--- config.mk ---
export PLATFORM = sky130hd
export DESIGN_NAME = alu_acc_sequencer
export DESIGN_NICKNAME = d
export VERILOG_FILES = /design/src/rtl/alu_pkg.sv /design/src/rtl/alu_acc_sequencer_acc_reg.sv /design/src/rtl/alu_acc_sequencer.sv
export SDC_FILE = /design/constraint.sdc
export NUM_CORES = 1
export LEC_CHECK = 0
export ABC_CLOCK_PERIOD_IN_PS = 3350
export CORE_ASPECT_RATIO = 0.8
export CORE_MARGIN = 2
export CORE_UTILIZATION = 44
export CTS_CLUSTER_DIAMETER = 80
export CTS_CLUSTER_SIZE = 12
export DETAILED_ROUTE_END_ITERATION = 16
export GPL_ROUTABILITY_DRIVEN = 0
export PLACE_DENSITY_LB_ADDON = 0.25
export SYNTH_ARGS = -nofsm -noshare
export SYNTH_HDL_FRONTEND = slang
export SYNTH_SLANG_ARGS = --single-unit
--- constraint.sdc ---
create_clock -name clk -period 3.35 [get_ports clk]
set_input_delay 0.67 -clock clk [delete_from_list [all_inputs] [get_ports clk]]
set_output_delay 0.67 -clock clk [all_outputs]
set_load 0.01 [all_outputs]
--- src/rtl/alu_pkg.sv ---
// Shared definitions for the ALU + accumulator datapath and its sequencer.
package alu_pkg;

  localparam int WIDTH_DEF = 16;
  localparam int OPW_DEF   = 4;

  // Opcodes the sequencer resolves itself without using the ALU result.
  localparam logic [3:0] OP_CLR = 4'hF;
  localparam logic [3:0] OP_LDB = 4'hE;

  typedef enum logic [1:0] {
    IDLE = 2'd0,
    EXEC = 2'd1,
    WB   = 2'd2
  } state_t;

endpackage

--- src/rtl/alu_acc_sequencer_acc_reg.sv ---
// Accumulator storage: WIDTH-bit register with sync reset and load enable.
module acc_reg #(
  parameter int WIDTH = 16
) (
  input  logic             clk,
  input  logic             rst,
  input  logic             en,
  input  logic [WIDTH-1:0] d,
  output logic [WIDTH-1:0] q
);

  // Load d when enabled; reset clears the accumulator.
  always_ff @(posedge clk) begin
    if (rst)     q <= '0;
    else if (en) q <= d;
  end

endmodule

--- src/rtl/alu_acc_sequencer.sv ---
// Two-requester sequencer around an external combinational ALU and an
// internal accumulator. Round-robin grant, one operation in flight,
// tagged response held until consumed.
module alu_acc_sequencer
  import alu_pkg::*;
#(
  parameter int WIDTH   = WIDTH_DEF,
  parameter int OPW     = OPW_DEF,
  parameter int ALU_LAT = 1
) (
  input  logic             clk,
  input  logic             rst,
  input  logic             req0_valid,
  output logic             req0_ready,
  input  logic [OPW-1:0]   req0_op,
  input  logic [WIDTH-1:0] req0_operand,
  input  logic             req1_valid,
  output logic             req1_ready,
  input  logic [OPW-1:0]   req1_op,
  input  logic [WIDTH-1:0] req1_operand,
  output logic [OPW-1:0]   alu_op,
  output logic [WIDTH-1:0] alu_a,
  output logic [WIDTH-1:0] alu_b,
  input  logic [WIDTH-1:0] alu_result,
  input  logic             alu_error,
  output logic             rsp_valid,
  input  logic             rsp_ready,
  output logic             rsp_id,
  output logic [WIDTH-1:0] rsp_data,
  output logic             rsp_error,
  output logic             busy
);

  localparam int CNT_W = 4;

  state_t             state, state_nxt;
  logic               rr_ptr;
  logic [CNT_W-1:0]   cnt;
  logic [OPW-1:0]     op_q;
  logic [WIDTH-1:0]   operand_q;
  logic               id_q;
  logic [WIDTH-1:0]   rsp_data_q;
  logic               rsp_error_q;
  logic [WIDTH-1:0]   acc, acc_d;
  logic               acc_en;
  logic               upd_err;
  logic               grant_any, grant_id;
  logic               exec_last;

  acc_reg #(.WIDTH(WIDTH)) u_acc (
    .clk (clk),
    .rst (rst),
    .en  (acc_en),
    .d   (acc_d),
    .q   (acc)
  );

  // Arbitration: rr_ptr's requester has priority, otherwise the other one.
  always_comb begin
    grant_any = (state == IDLE) && (req0_valid || req1_valid);
    grant_id  = (rr_ptr ? req1_valid : req0_valid) ? rr_ptr : ~rr_ptr;
    exec_last = (state == EXEC) && (cnt == '0);
  end

  assign req0_ready = grant_any && !grant_id;
  assign req1_ready = grant_any &&  grant_id;

  // Next-state logic.
  always_comb begin
    state_nxt = state;
    case (state)
      IDLE:    if (grant_any) state_nxt = EXEC;
      EXEC:    if (cnt == '0) state_nxt = WB;
      WB:      if (rsp_ready) state_nxt = IDLE;
      default: state_nxt = IDLE;
    endcase
  end

  // Accumulator update decided on the final EXEC cycle.
  always_comb begin
    acc_en  = 1'b0;
    acc_d   = acc;
    upd_err = 1'b0;
    if (exec_last) begin
      if (op_q == OPW'(OP_CLR)) begin
        acc_en = 1'b1;
        acc_d  = '0;
      end else if (op_q == OPW'(OP_LDB)) begin
        acc_en = 1'b1;
        acc_d  = operand_q;
      end else if (alu_error) begin
        upd_err = 1'b1;
      end else begin
        acc_en = 1'b1;
        acc_d  = alu_result;
      end
    end
  end

  // Control state: FSM, EXEC counter and round-robin pointer.
  always_ff @(posedge clk) begin
    if (rst) begin
      state  <= IDLE;
      cnt    <= '0;
      rr_ptr <= 1'b0;
    end else begin
      state <= state_nxt;
      if (grant_any)
        cnt <= CNT_W'(ALU_LAT - 1);
      else if (state == EXEC && cnt != '0)
        cnt <= cnt - 1'b1;
      if (state == WB && rsp_ready)
        rr_ptr <= ~id_q;
    end
  end

  // Datapath capture: command at grant, response at the end of EXEC.
  always_ff @(posedge clk) begin
    if (grant_any) begin
      op_q      <= grant_id ? req1_op      : req0_op;
      operand_q <= grant_id ? req1_operand : req0_operand;
      id_q      <= grant_id;
    end
    if (exec_last) begin
      rsp_data_q  <= acc_en ? acc_d : acc;
      rsp_error_q <= upd_err;
    end
  end

  // Output drive: ALU operands only during EXEC, response only during WB.
  always_comb begin
    alu_op    = (state == EXEC) ? op_q      : '0;
    alu_b     = (state == EXEC) ? operand_q : '0;
    alu_a     = acc;
    rsp_valid = (state == WB);
    rsp_id    = (state == WB) && id_q;
    rsp_data  = (state == WB) ? rsp_data_q : '0;
    rsp_error = (state == WB) && rsp_error_q;
    busy      = (state != IDLE);
  end

endmodule

Word-level counts from Yosys, hierarchy flattened
Index checks and enable logic that the tools add are counted.

Register bits: 61. Input port bits: 62. Output and inout bits: 58. Word-level logic and storage cells: 57.

Add/subtract/negate cells: 1. Equal/unequal tests: 7. Multiplexer cells: 21. Bitwise gates (word level): 2. Reduce and logical (&&, ||, !) cells: 17.

Operators by type and width (number): 2-to-1 mux 16 bit (8); == test 4 bit (second input constant) (2); logical AND 1 bit (8); 2-to-1 mux 4 bit (2); 2-to-1 mux 1 bit (7); 2-to-1 mux 2 bit (3); case mux 2 bit (3 select lines) (1); zero test 4 bit (1); != test 2 bit (second input constant) (2); nonzero test 4 bit (1); OR reduction 2 bit (2); subtractor 4 x 1 -> 4 bit (second input constant) (1); AND reduction 3 bit (1); == test 2 x 1 -> 1 bit (second input constant) (1); == test 2 bit (second input constant) (1); zero test 2 bit (1); != test 2 x 1 -> 1 bit (second input constant) (1); NOT 1 bit (2); nonzero test 2 bit (1); zero test 1 bit (1); logical OR 1 bit (1).

Logic depth before layout (Yosys ltp)
Gate-level depths: netlist of run 1.

Depth after elaboration: 5. Depth in mapped cells: 7. Mapped depth without buffers: 6.

Hierarchy
From an unflattened synthesis of run 1, not the netlist that was laid out.

Cells, all modules: 265. Area, all modules: 3160.5 um^2.

Modules (own cells, without submodules): alu_acc_sequencer (times used 1, cells each 213, area an instance 2580.0 um^2, seq. area each 1281.2 um^2); acc_reg (times used 1, cells each 52, area an instance 580.6 um^2, seq. area each 320.3 um^2).

Worst setup path before layout of run 1
No wires, ideal clock.

Path type: input -> output. Start: input req1_valid. End: output req0_ready. Arrival: 2.082 ns. Data required time: 2.680 ns. Path slack: 0.598 ns. Cell stages on the path: 3. Path buffers: 0. Cells stage by stage: nor2_1 > nor2_1 > and2_1.

Elaborated cells on any way between the ends: 6. Classes of those cells: 2 x mux; 4 x reduce/logical.

RTL lines: start: declaration (line alu_acc_sequencer.sv:17) `input logic req1_valid,`; logical OR 1 bit (line alu_acc_sequencer.sv:60) `grant_any = (state == IDLE) && (req0_valid || req1_valid);`; logical AND 1 bit (line alu_acc_sequencer.sv:60); via grant_any (line alu_acc_sequencer.sv:47) `logic grant_any, grant_id;`; logical AND 1 bit (line alu_acc_sequencer.sv:65) `assign req0_ready = grant_any && !grant_id;`; end: declaration (line alu_acc_sequencer.sv:14) `output logic req0_ready,`.

The timed path passes the listed nets, and every way through them passes these cells.

Worst setup path in the final report of run 1
Start: input req0_valid. End: output req0_ready.

Longest elaborated chain between the ends: 4. Elaborated cells on any way between the ends: 6. Classes of those cells: 2 x mux; 4 x reduce/logical.

RTL lines: start: declaration (line alu_acc_sequencer.sv:13) `input logic req0_valid,`; 2-to-1 mux 1 bit (2 in a row) (line alu_acc_sequencer.sv:61) `grant_id = (rr_ptr ? req1_valid : req0_valid) ? rr_ptr : ~rr_ptr;`; zero test 1 bit (line alu_acc_sequencer.sv:65); logical AND 1 bit * (line alu_acc_sequencer.sv:65).

Every way passes the cells marked *; elsewhere a longest branch is shown, timed or not.

==> results of run 1 <==
logic make-up (layout without fill, tap and decap cells):
group	after synthesis	after routing
buffers and inverters	41	165
flip-flops	61	61
adder cells (fa/ha/maj)	1	1
AO/OA/AOI/OAI	45	45
multiplexers	37	37
AND/OR/NAND/NOR	90	90
worst max-delay path, cell delays in order:
cell             delay [ps]
clkdlybuf4s50_1         480
inv_1                    50
mux2i_2                 190
and2_1                  200
clkdlybuf4s50_1         570
sequential cells by signal (all words and copies together) (netlist names):
register and flops:
operand_q 16, cnt 4, id_q 1, rsp_error_q 1
u_acc.q 16, op_q 4, rr_ptr 1, state 2
rsp_data_q 16
area by class of cell:
type                    count  area [um^2]  share of cell area, %
clock buffers               9        123.9                  2.659
flip-flops and latches     61         1602                  34.38
repair buffers            127         1251                  26.86
inverters                  22        82.58                  1.773
multi-input cells         173         1393                  29.90
well taps                  87        108.9                  2.337
clock inverters             7        97.59                  2.095
cell usage in the layout (no fill, tap or decap):
master,netlist,routed
mux2i_1,17,16
clkbuf_8,0,9
and2_1,40,40
buf_4,2,8
nor2_2,0,1
nor2_1,3,2
inv_6,0,2
bufinv_16,0,2
inv_1,22,22
clkinvlp_4,0,2
nand4b_1,1,1
edfxtp_1,38,38
a2111oi_0,2,2
a21oi_1,3,3
o32ai_1,6,6
mux2_2,20,20
nand2_1,1,1
o41ai_1,1,1
clkinv_2,0,1
mux2i_2,0,1
nand3b_1,1,1
or3_1,1,1
o21ai_0,2,2
o21ba_2,1,1
clkdlybuf4s50_1,0,119
or2_2,1,1
ha_1,1,1
nor3_1,2,2
nor2b_1,34,34
dfxtp_1,23,23
o22ai_1,16,16
o32ai_2,10,10
a211oi_4,0,1
or3b_4,1,1
nand3_1,2,2
a311oi_1,1,1
nand2b_1,2,2
a211oi_1,2,2
nor3b_1,1,1
routing by layer:
| metal | part of all wire [%] | up-vias |
|---|---|---|
| li1 | - | 1222 |
| met1 | 44 | 1134 |
| met2 | 47 | 102 |
| met3 | 8.5 | 5 |
| met4 | 0.64 | 0 |
| met5 | 0 | - |
through the flow:
step / cells / area [um^2] / hold WS [ps]
finish: 486 / 4658 / 488.1
global route: 486 / 4658 / 504.6
global placement: 470 / 4437 / 449.0
floorplan: 275 / 3157 / 440.7
CTS: 486 / 4658 / 488.7
detailed placement: 470 / 4437 / 490.2
worst max path at each step:
stage | startpoint | to | cells past startpoint
after floorplan | req1_valid | req0_ready | 3
after global placement | req0_valid | req0_ready | 5
after detailed placement | req0_valid | req0_ready | 5
after CTS | state[0] | alu_b[13] | 4
after global routing | state[0] | alu_b[3] | 4
final | req0_valid | req0_ready | 5
power breakdown:
| group | leakage [nW] | internal (W) | total, W | switching (W) |
|---|---|---|---|---|
| combinational | 1.05 | 0.000256 | 0.000472 | 0.000216 |
| clock | 0.106 | 0.000422 | 0.000723 | 0.000301 |
| sequential | 0.557 | 0.000887 | 0.000922 | 0.0000351 |
| total | 1.71 | 0.00157 | 0.00212 | 0.000551 |
==> flow_summary_export.csv, run 1 <==
group,metric,value,unit
logic_synthesis,ys_async_sr_fraction,0,%
critical_path,rr_worst_depth,4,
clocking,cts.sinks,61,
clocking,cts_tree,"yes",
global_routing,met3_usage,6.918,%
timing,fin_skew,6.261,ps
worst_hold_path,min_to,"rr_ptr",
logic_synthesis,synth_mux_area_share,12.52,%
logic_synthesis,ys_warn_count,0,
floorplanning,coreArea,0.006925,mm^2
logic_synthesis,synthAdderAreaFrac,0.3964,%
final_layout,final_nets,457,
drt,num_vias,2463,
worst_hold_path,worst_hold_path_type,"reg -> reg",
global_routing,antenna_found_initial,0,
clocking,cts_buffers,9,
clocking,clk_path_buf_depth,2,
timing,setup_tns,0,ps
global_routing,grt_pass1_wl,12210,um
floorplanning,start_util,45.58,%
logic_synthesis,yosysTopAreaCellShare,36.15,%
logic_synthesis,synth_top_family_by_area,"simple AND/OR/NAND/NOR gates",
timing,finalSetupViolations,0,
timing,timing.slew.headroom,48.26,%
global_routing,overflow,0,
final_layout,drive_gt1_share,15.04,%
clocking,insertion_delay,330,ps
critical_path,critPathMaxFanout,3,
floorplanning,fp-row-count,27,
timing,fin_crit,2836,ps
clocking,cts_hold_buf,0,
logic_synthesis,synthTopCellsByCount,"40 x and2_1, 38 x edfxtp_1, 34 x nor2b_1",
global_routing,gr-usage-met1,25.68,%
final_layout,utilization,67.26,%
drt,wire_per_inst,15.41,um
final_layout,syn2layout_area_growth,47.56,%
worst_hold_path,hold_depth,1,
flow_run,cap_violations,0,
critical_path,end_kind,"output port",
floorplanning,die_area,0.007872,mm^2
logic_synthesis,synth_top_cell_by_area,"edfxtp_1",
global_routing,busiest_layer,"met2",
final_layout,diodes,0,
power,ir_worst_vdd,0.3138,mV
clocking,h-tree-depth,3,
logic_synthesis,synth_xor_xnor_area_share,0,%
drt,vias_per_cell,5.068,
timing,rsz0062_at_grt,"false",
global_routing,grt_usage,19.81,%
drt,wl,7491,um
logic_synthesis,synth_most_common_cell,"and2_1",
critical_path,path_class,"in -> out",
logic_synthesis,synth_cells,275,
critical_path,r2r_slack,800,ps
global_routing,use_met2,31.56,%
global_routing,grt_pass1_vias,2521,
timing,setup_ws,514.2,ps
placement,portBuffers,119,
logic_synthesis,netlist_area,0.003157,mm^2
clocking,cts-root-buf,"clkbuf_8",
floorplanning,die_w,98.70,um
timing,fmax,0.3526,GHz
logic_synthesis,synthFlopType,"edfxtp_1",
worst_hold_path,hp-start,"id_q",
placement,dp_hpwl,5658,um
critical_path,worstReg2RegStart,"state[0]",
outcome,status,"complete, no violations",
floorplanning,io_pins,120,
power,leakage,1.712,nW
logic_synthesis,synth_compound_area_share,13.08,%
final_layout,fillers,532,
clocking,postCtsSetupBuffers,0,
logic_synthesis,synth-seq-cells,61,
drt,ant_nets,0,
timing,worst_pin_slew,776.2,ps
floorplanning,die_h,79.76,um
timing,period_share,84.65,%
logic_synthesis,synth_area_leaders,"edfxtp_1 36%, dfxtp_1 15%, and2_1 7.9%, mux2_2 7.1%, nor2b_1 6.7%",
logic_synthesis,ys_seq_area_share,50.73,%
timing,maxSlewViolCount,0,
clocking,postCtsResizedCells,0,
logic_synthesis,synth_cell_types,35,
critical_path,cp.arrival,2170,ps
logic_synthesis,yosys.area_share.simple,17.68,%
power,power,0.002117,W
clocking,clkTransAtPathRegs,70,ps
power,power_density,454.4,mW/mm^2
critical_path,cp-start-kind,"input port",
drt,drt_pre_antenna_iters,4,
timing,finalHoldViolCount,0,
logic_synthesis,syn_avg_cell_area,11.48,um^2
logic_synthesis,synth_edf_count,38,
critical_path,required,2680,ps
critical_path,reg2reg_to,"rsp_data_q[8]",
global_routing,grt_max_degree,33,
drt,drt_iter0_drc,99,
logic_synthesis,synthesis.nets,338,
drt,drcViolationCount,0,
placement,pre_cts_ws,516.9,ps
No activity file was read; power rests on OpenSTA's default activity.
==> run 2: changes to the inputs <==
--- a/config.mk
+++ b/config.mk
@@ -5,7 +5,7 @@
 export SDC_FILE = /design/constraint.sdc
 export NUM_CORES = 1
 export LEC_CHECK = 0
-export ABC_CLOCK_PERIOD_IN_PS = 3350
+export ABC_CLOCK_PERIOD_IN_PS = 2900
 export CORE_ASPECT_RATIO = 0.8
 export CORE_MARGIN = 2
 export CORE_UTILIZATION = 44
==> constraint.sdc (replaced) <==
create_clock -name clk -period 2.9 [get_ports clk]
set_input_delay 0.58 -clock clk [delete_from_list [all_inputs] [get_ports clk]]
set_output_delay 0.58 -clock clk [all_outputs]
set_load 0.01 [all_outputs]
==> flow_summary_export.csv, run 2 (synthesis results as in run 1) <==
group,metric,value,unit
final_layout,utilization,67.37,%
clocking,clk_path_buf_depth,2,
placement,place_area,0.004452,mm^2
power,power,0.002430,W
drt,ant_nets,0,
clocking,cts_tree,"yes",
power,leakage,1.722,nW
final_layout,final_nets,459,
drt,vias_per_cell,5.098,
floorplanning,start_util,45.58,%
clocking,clkTransAtPathRegs,70,ps
critical_path,cp.arrival,2080,ps
critical_path,cp-startpoint,"req0_valid",
floorplanning,die_h,79.76,um
final_layout,drive_gt1_share,15.21,%
timing,fin_skew,9.071,ps
floorplanning,fp-row-count,27,
clocking,postCtsSetupBuffers,0,
critical_path,rr_worst_depth,6,
clocking,cts_hold_buf,0,
global_routing,grt_usage,19.48,%
global_routing,antenna_found_initial,0,
clocking,h-tree-depth,3,
critical_path,worstReg2RegStart,"cnt[0]",
timing,finalHoldViolCount,0,
flow_run,cap_violations,0,
clocking,cts_buffers,9,
drt,wire_per_inst,15.06,um
final_layout,final_area,0.004666,mm^2
outcome,status,"complete, no violations",
power,power_density,520.8,mW/mm^2
timing,rsz0062_at_grt,"false",
timing,setup_tns,0,ps
critical_path,r2r_slack,710,ps
clocking,cts-root-buf,"clkbuf_8",
timing,worst_pin_slew,723.1,ps
timing,timing.slew.headroom,51.79,%
drt,num_vias,2488,
timing,finalSetupViolations,0,
critical_path,cp-start-kind,"input port",
final_layout,layout_commonest_cell,"clkdlybuf4s50_1",
final_layout,top_regs,"operand_q (16), rsp_data_q (16), u_acc.q (16)",
power,ir_worst_vdd,0.3333,mV
drt,drt_pre_antenna_iters,4,
global_routing,grt_pass1_vias,2472,
clocking,insertion_delay,330,ps
worst_hold_path,worst_hold_path_type,"reg -> reg",
clocking,postCtsResizedCells,0,
placement,dp_hpwl,5586,um
critical_path,required,2320,ps
timing,fin_crit,2663,ps
placement,portBuffers,119,
timing,maxSlewViolCount,0,
floorplanning,io_pins,120,
critical_path,path_class,"in -> out",
floorplanning,coreArea,0.006925,mm^2
drt,drt_iter0_drc,93,
floorplanning,die_w,98.70,um
global_routing,overflow,0,
critical_path,end_kind,"output port",
critical_path,critPathMaxFanout,3,
clocking,cts.sinks,61,
global_routing,grt_max_degree,33,
timing,period_share,91.83,%
drt,drcViolationCount,0,
critical_path,reg2reg_to,"rsp_data_q[7]",
global_routing,grt_pass1_wl,11880,um
timing,fmax,0.3755,GHz
drt,wl,7348,um
critical_path,critPathCapture,"req0_ready",
final_layout,diodes,0,
final_layout,final_cell_mix,"119 x clkdlybuf4s50_1, 40 x and2_1, 38 x edfxtp_1",
floorplanning,die_area,0.007872,mm^2
final_layout,syn2layout_area_growth,47.80,%
==> run 2: cell types whose count changed in the layout (fill, tap and decap cells not counted), sizes merged <==
cell,previous run,this run
clkinv,1,2
clkinvlp,2,1
inv,24,23
buf,8,10
clkbuf,9,10
==> run 2: cell type report <==
type,instances,area [um^2]
Fill cell,541,2260
Sequential cell,61,1602
Multi-Input combinational cell,173,1393
Timing Repair Buffer,129,1266
Clock buffer,10,127.6
Tap cell,87,108.9
Clock inverter,6,86.33
Inverter,22,82.58
==> run 2: stage by stage <==
| step | instances | setup WS, ps | hold WS, ps |
|---|---|---|---|
| after global routing | 488 | 127.5 | 501.5 |
| after CTS | 488 | 218.0 | 467.4 |
| after floorplan | 275 | 281.2 | 440.7 |
| after detailed placement | 472 | 228.9 | 456.5 |
| final | 488 | 236.9 | 470.4 |
| after global placement | 472 | 268.6 | 454.6 |
==> run 2: worst min path at each step <==
stage          slack (ps)  depth (start not counted)  endpoint  start
2_1_floorplan         440                          1    rr_ptr   id_q
3_3_place_gp          450                          1    rr_ptr   id_q
3_5_place_dp          460                          1    rr_ptr   id_q
4_1_cts               470                          1    rr_ptr   id_q
5_1_grt               500                          1    rr_ptr   id_q
6_report              470                          1    rr_ptr   id_q
==> run 2: report_power, final <==
part | leakage, nW | switching (W) | internal, W | total, W
Clock | 0.107 | 0.000334 | 0.000484 | 0.000817
Sequential | 0.557 | 0.0000317 | 0.00102 | 0.00106
Combinational | 1.06 | 0.000256 | 0.000301 | 0.000557
==> run 2: critical path, cell delays in order <==
cell	delay (ps)
clkdlybuf4s50_1	480
inv_1	50
mux2i_2	210
and2_1	190
clkdlybuf4s50_1	560
==> run 2: layer usage <==
| layer | GRT usage (%) | wire, um | up-vias |
|---|---|---|---|
| met1 | 23.67 | 3108 | 1137 |
| met2 | 31.36 | 3412 | 116 |
| met5 | 0 | 0 | - |
| met3 | 8.581 | 748 | 7 |
| li1 | - | - | 1228 |
| met4 | 6.164 | 78 | 0 |
==> run 3: changes to the inputs <==
--- a/config.mk
+++ b/config.mk
@@ -14,6 +14,8 @@
 export DETAILED_ROUTE_END_ITERATION = 16
 export GPL_ROUTABILITY_DRIVEN = 0
 export PLACE_DENSITY_LB_ADDON = 0.25
+export SKIP_LAST_GASP = 1
 export SYNTH_ARGS = -nofsm -noshare
 export SYNTH_HDL_FRONTEND = slang
+export SYNTH_HIERARCHICAL = 1
 export SYNTH_SLANG_ARGS = --single-unit
==> flow_summary_export.csv, run 3 <==
group,metric,value,unit
outcome,status,"complete, no violations",
placement,place_area,0.004363,mm^2
logic_synthesis,synth_cells,265,
critical_path,crit_chain,"nor2b_2 -> and2_1 -> clkdlybuf4s50_1",
critical_path,critPathCapture,"alu_b[14]",
global_routing,grt_usage,19.34,%
timing,maxSlewViolCount,0,
power,power.internal,0.001745,W
power,switchingPower,0.0005848,W
drt,ant_nets,0,
critical_path,reg2reg_to,"u_acc/q[8]",
final_layout,top_regs,"operand_q (16), rsp_data_q (16), u_acc/q (16)",
clocking,cts-root-buf,"clkbuf_8",
timing,fmax,0.3699,GHz
logic_synthesis,ys_warn_count,6,
timing,worst_pin_slew,798.6,ps
final_layout,final_area,0.004578,mm^2
critical_path,r2r_slack,510,ps
logic_synthesis,synth_edf_count,38,
logic_synthesis,synthesis.nets,328,
critical_path,slowest_stage,"nor2b_2",
floorplanning,fp-row-count,27,
critical_path,cp-start-kind,"register",
timing,fin_crit,2703,ps
placement,portBuffers,119,
timing,finalSetupViolations,0,
logic_synthesis,synth_top_cell_by_area,"edfxtp_1",
clocking,insertion_delay,340,ps
flow_run,cap_violations,0,
logic_synthesis,synth_area_leaders,"edfxtp_1 36%, dfxtp_1 15%, o2bb2ai_1 8.9%, and2_1 7.7%, mux2_2 6.8%",
logic_synthesis,synthTopCellsByCount,"39 x and2_1, 38 x edfxtp_1, 32 x o2bb2ai_1",
clocking,postCtsSetupBuffers,0,
critical_path,cp.arrival,2120,ps
floorplanning,start_util,45.64,%
placement,dp_hpwl,5389,um
worst_hold_path,hold_depth,1,
clocking,cts.sinks,61,
timing,fin_skew,5.668,ps
critical_path,cpPeakStageDelay,620,ps
logic_synthesis,yosysTopAreaCellShare,36.10,%
critical_path,cp-startpoint,"state[0]",
clocking,postCtsResizedCells,0,
global_routing,grt_max_degree,35,
timing,finalHoldViolCount,0,
drt,drcViolationCount,0,
drt,vias_per_cell,5.137,
logic_synthesis,synth_cell_types,38,
clocking,cts_buffers,9,
global_routing,antenna_found_initial,0,
power,pwr-share-comb,20.4,%
logic_synthesis,ys_async_sr_fraction,0,%
floorplanning,io_pins,120,
drt,wl,7333,um
final_layout,layout_commonest_cell,"clkdlybuf4s50_1",
critical_path,required,2320,ps
clocking,clkTransAtPathRegs,70,ps
critical_path,worstReg2RegStart,"state[0]",
final_layout,final_cell_mix,"119 x clkdlybuf4s50_1, 39 x and2_1, 38 x edfxtp_1",
critical_path,path_class,"reg -> out",
final_layout,diodes,0,
global_routing,grt_pass1_wl,11760,um
global_routing,grt_pass1_vias,2323,
logic_synthesis,netlist_area,0.003161,mm^2
power,power,0.002330,W
final_layout,final_cells,475,
timing,timing.slew.headroom,46.70,%
timing,setup_tns,0,ps
worst_hold_path,worst_hold_path_type,"reg -> reg",
power,leakage,1.605,nW
floorplanning,die_area,0.007881,mm^2
logic_synthesis,ys_seq_area_share,50.67,%
final_layout,syn2layout_area_growth,44.85,%
placement,dp_cells,459,
logic_synthesis,synthFlopType,"edfxtp_1",
floorplanning,die_h,79.81,um
global_routing,overflow,0,
clocking,clk_path_buf_depth,2,
drt,drt_iter0_drc,143,
clocking,h-tree-depth,3,
critical_path,rr_worst_depth,6,
power,power_density,509.0,mW/mm^2
drt,drt_pre_antenna_iters,4,
floorplanning,coreArea,0.006925,mm^2
timing,rsz0062_at_grt,"false",
clocking,cts_hold_buf,0,
clocking,cts_tree,"yes",
timing,period_share,93.22,%
power,switching_share,25.10,%
final_layout,final_nets,446,
floorplanning,die_w,98.76,um
logic_synthesis,syn_avg_cell_area,11.93,um^2
logic_synthesis,synth_most_common_cell,"and2_1",
drt,num_vias,2440,
power,ir_worst_vdd,0.3717,mV
final_layout,utilization,66.11,%
critical_path,critPathMaxFanout,22,
power,p_clk_share,34.9,%
drt,wire_per_inst,15.44,um
final_layout,drive_gt1_share,13.14,%
critical_path,end_kind,"output port",
logic_synthesis,synth-seq-cells,61,
power,p_seq_share,44.7,%
## run 3: cell types whose count changed after synthesis, moves of 6 or more
cell and change:
o22ai_1 -16, nor2b_1 -32, a22oi_1 +16, inv_1 -13, buf_6 +6, o2bb2ai_1 +32
o32ai_2 -10, nor2_1 +16, o32ai_1 -6
## run 3: worst min path at each step
stage,start,to
floorplan,id_q,rr_ptr
global placement,id_q,rr_ptr
detailed placement,id_q,rr_ptr
CTS,id_q,rr_ptr
global route,id_q,rr_ptr
finish,id_q,rr_ptr
## run 3: logic make-up (layout without fill, tap and decap cells)
family | Yosys count | in the layout | share of synthesized area [%]
adder cells (fa/ha/maj) | 1 | 1 | 0.3958
AND/OR/NAND/NOR | 74 | 74 | 13.97
AO/OA/AOI/OAI | 63 | 63 | 16.19
buffers and inverters | 29 | 152 | 6.136
multiplexers | 37 | 37 | 12.63
flip-flops | 61 | 61 | 50.67
## run 3: power groups by stage
stage	registers, W	logic (W)	clock network, W
after floorplan	0.00105	0.000272	0
after global placement	0.00106	0.000470	0
after detailed placement	0.00106	0.000475	0
after CTS	0.00104	0.000479	0.000835
after global routing	0.00105	0.000518	0.000871
final	0.00104	0.000475	0.000812
## run 3: worst max-delay path: cells and delay by family, from the launching register on
| kind | cells | cell delay (ps) |
|---|---|---|
| buffers and inverters | 1 | 560 |
| flip-flops | 1 | 370 |
| AND/OR/NAND/NOR | 2 | 850 |
## run 3: through the flow
stage               hold WS, ps  setup slack (ps)
floorplan                 434.7             720.7
global placement          460.8             229.5
detailed placement        482.1             204.8
CTS                       477.2             160.2
global route              496.8             40.07
finish                    496.2             196.6
## run 3: layout make-up
cell class / instances / area (um^2)
clock buffer: 10 / 127.6
clock inverter: 6 / 87.58
fill: 541 / 2347
inverter: 9 / 33.78
multi-input combinational: 175 / 1368
sequential: 61 / 1602
tap: 87 / 108.9
timing repair buffer: 127 / 1251
## run 3: per-layer routing
| layer | wire length (um) | part of all wire (%) | up-vias | GRT usage, % |
|---|---|---|---|---|
| met5 | 0 | 0 | - | 0 |
| met4 | 102 | 1.4 | 0 | 6.575 |
| met3 | 723 | 9.9 | 8 | 8.319 |
| met2 | 3244 | 44 | 102 | 28.31 |
| met1 | 3263 | 44 | 1108 | 25.70 |
| li1 | - | - | 1222 | - |
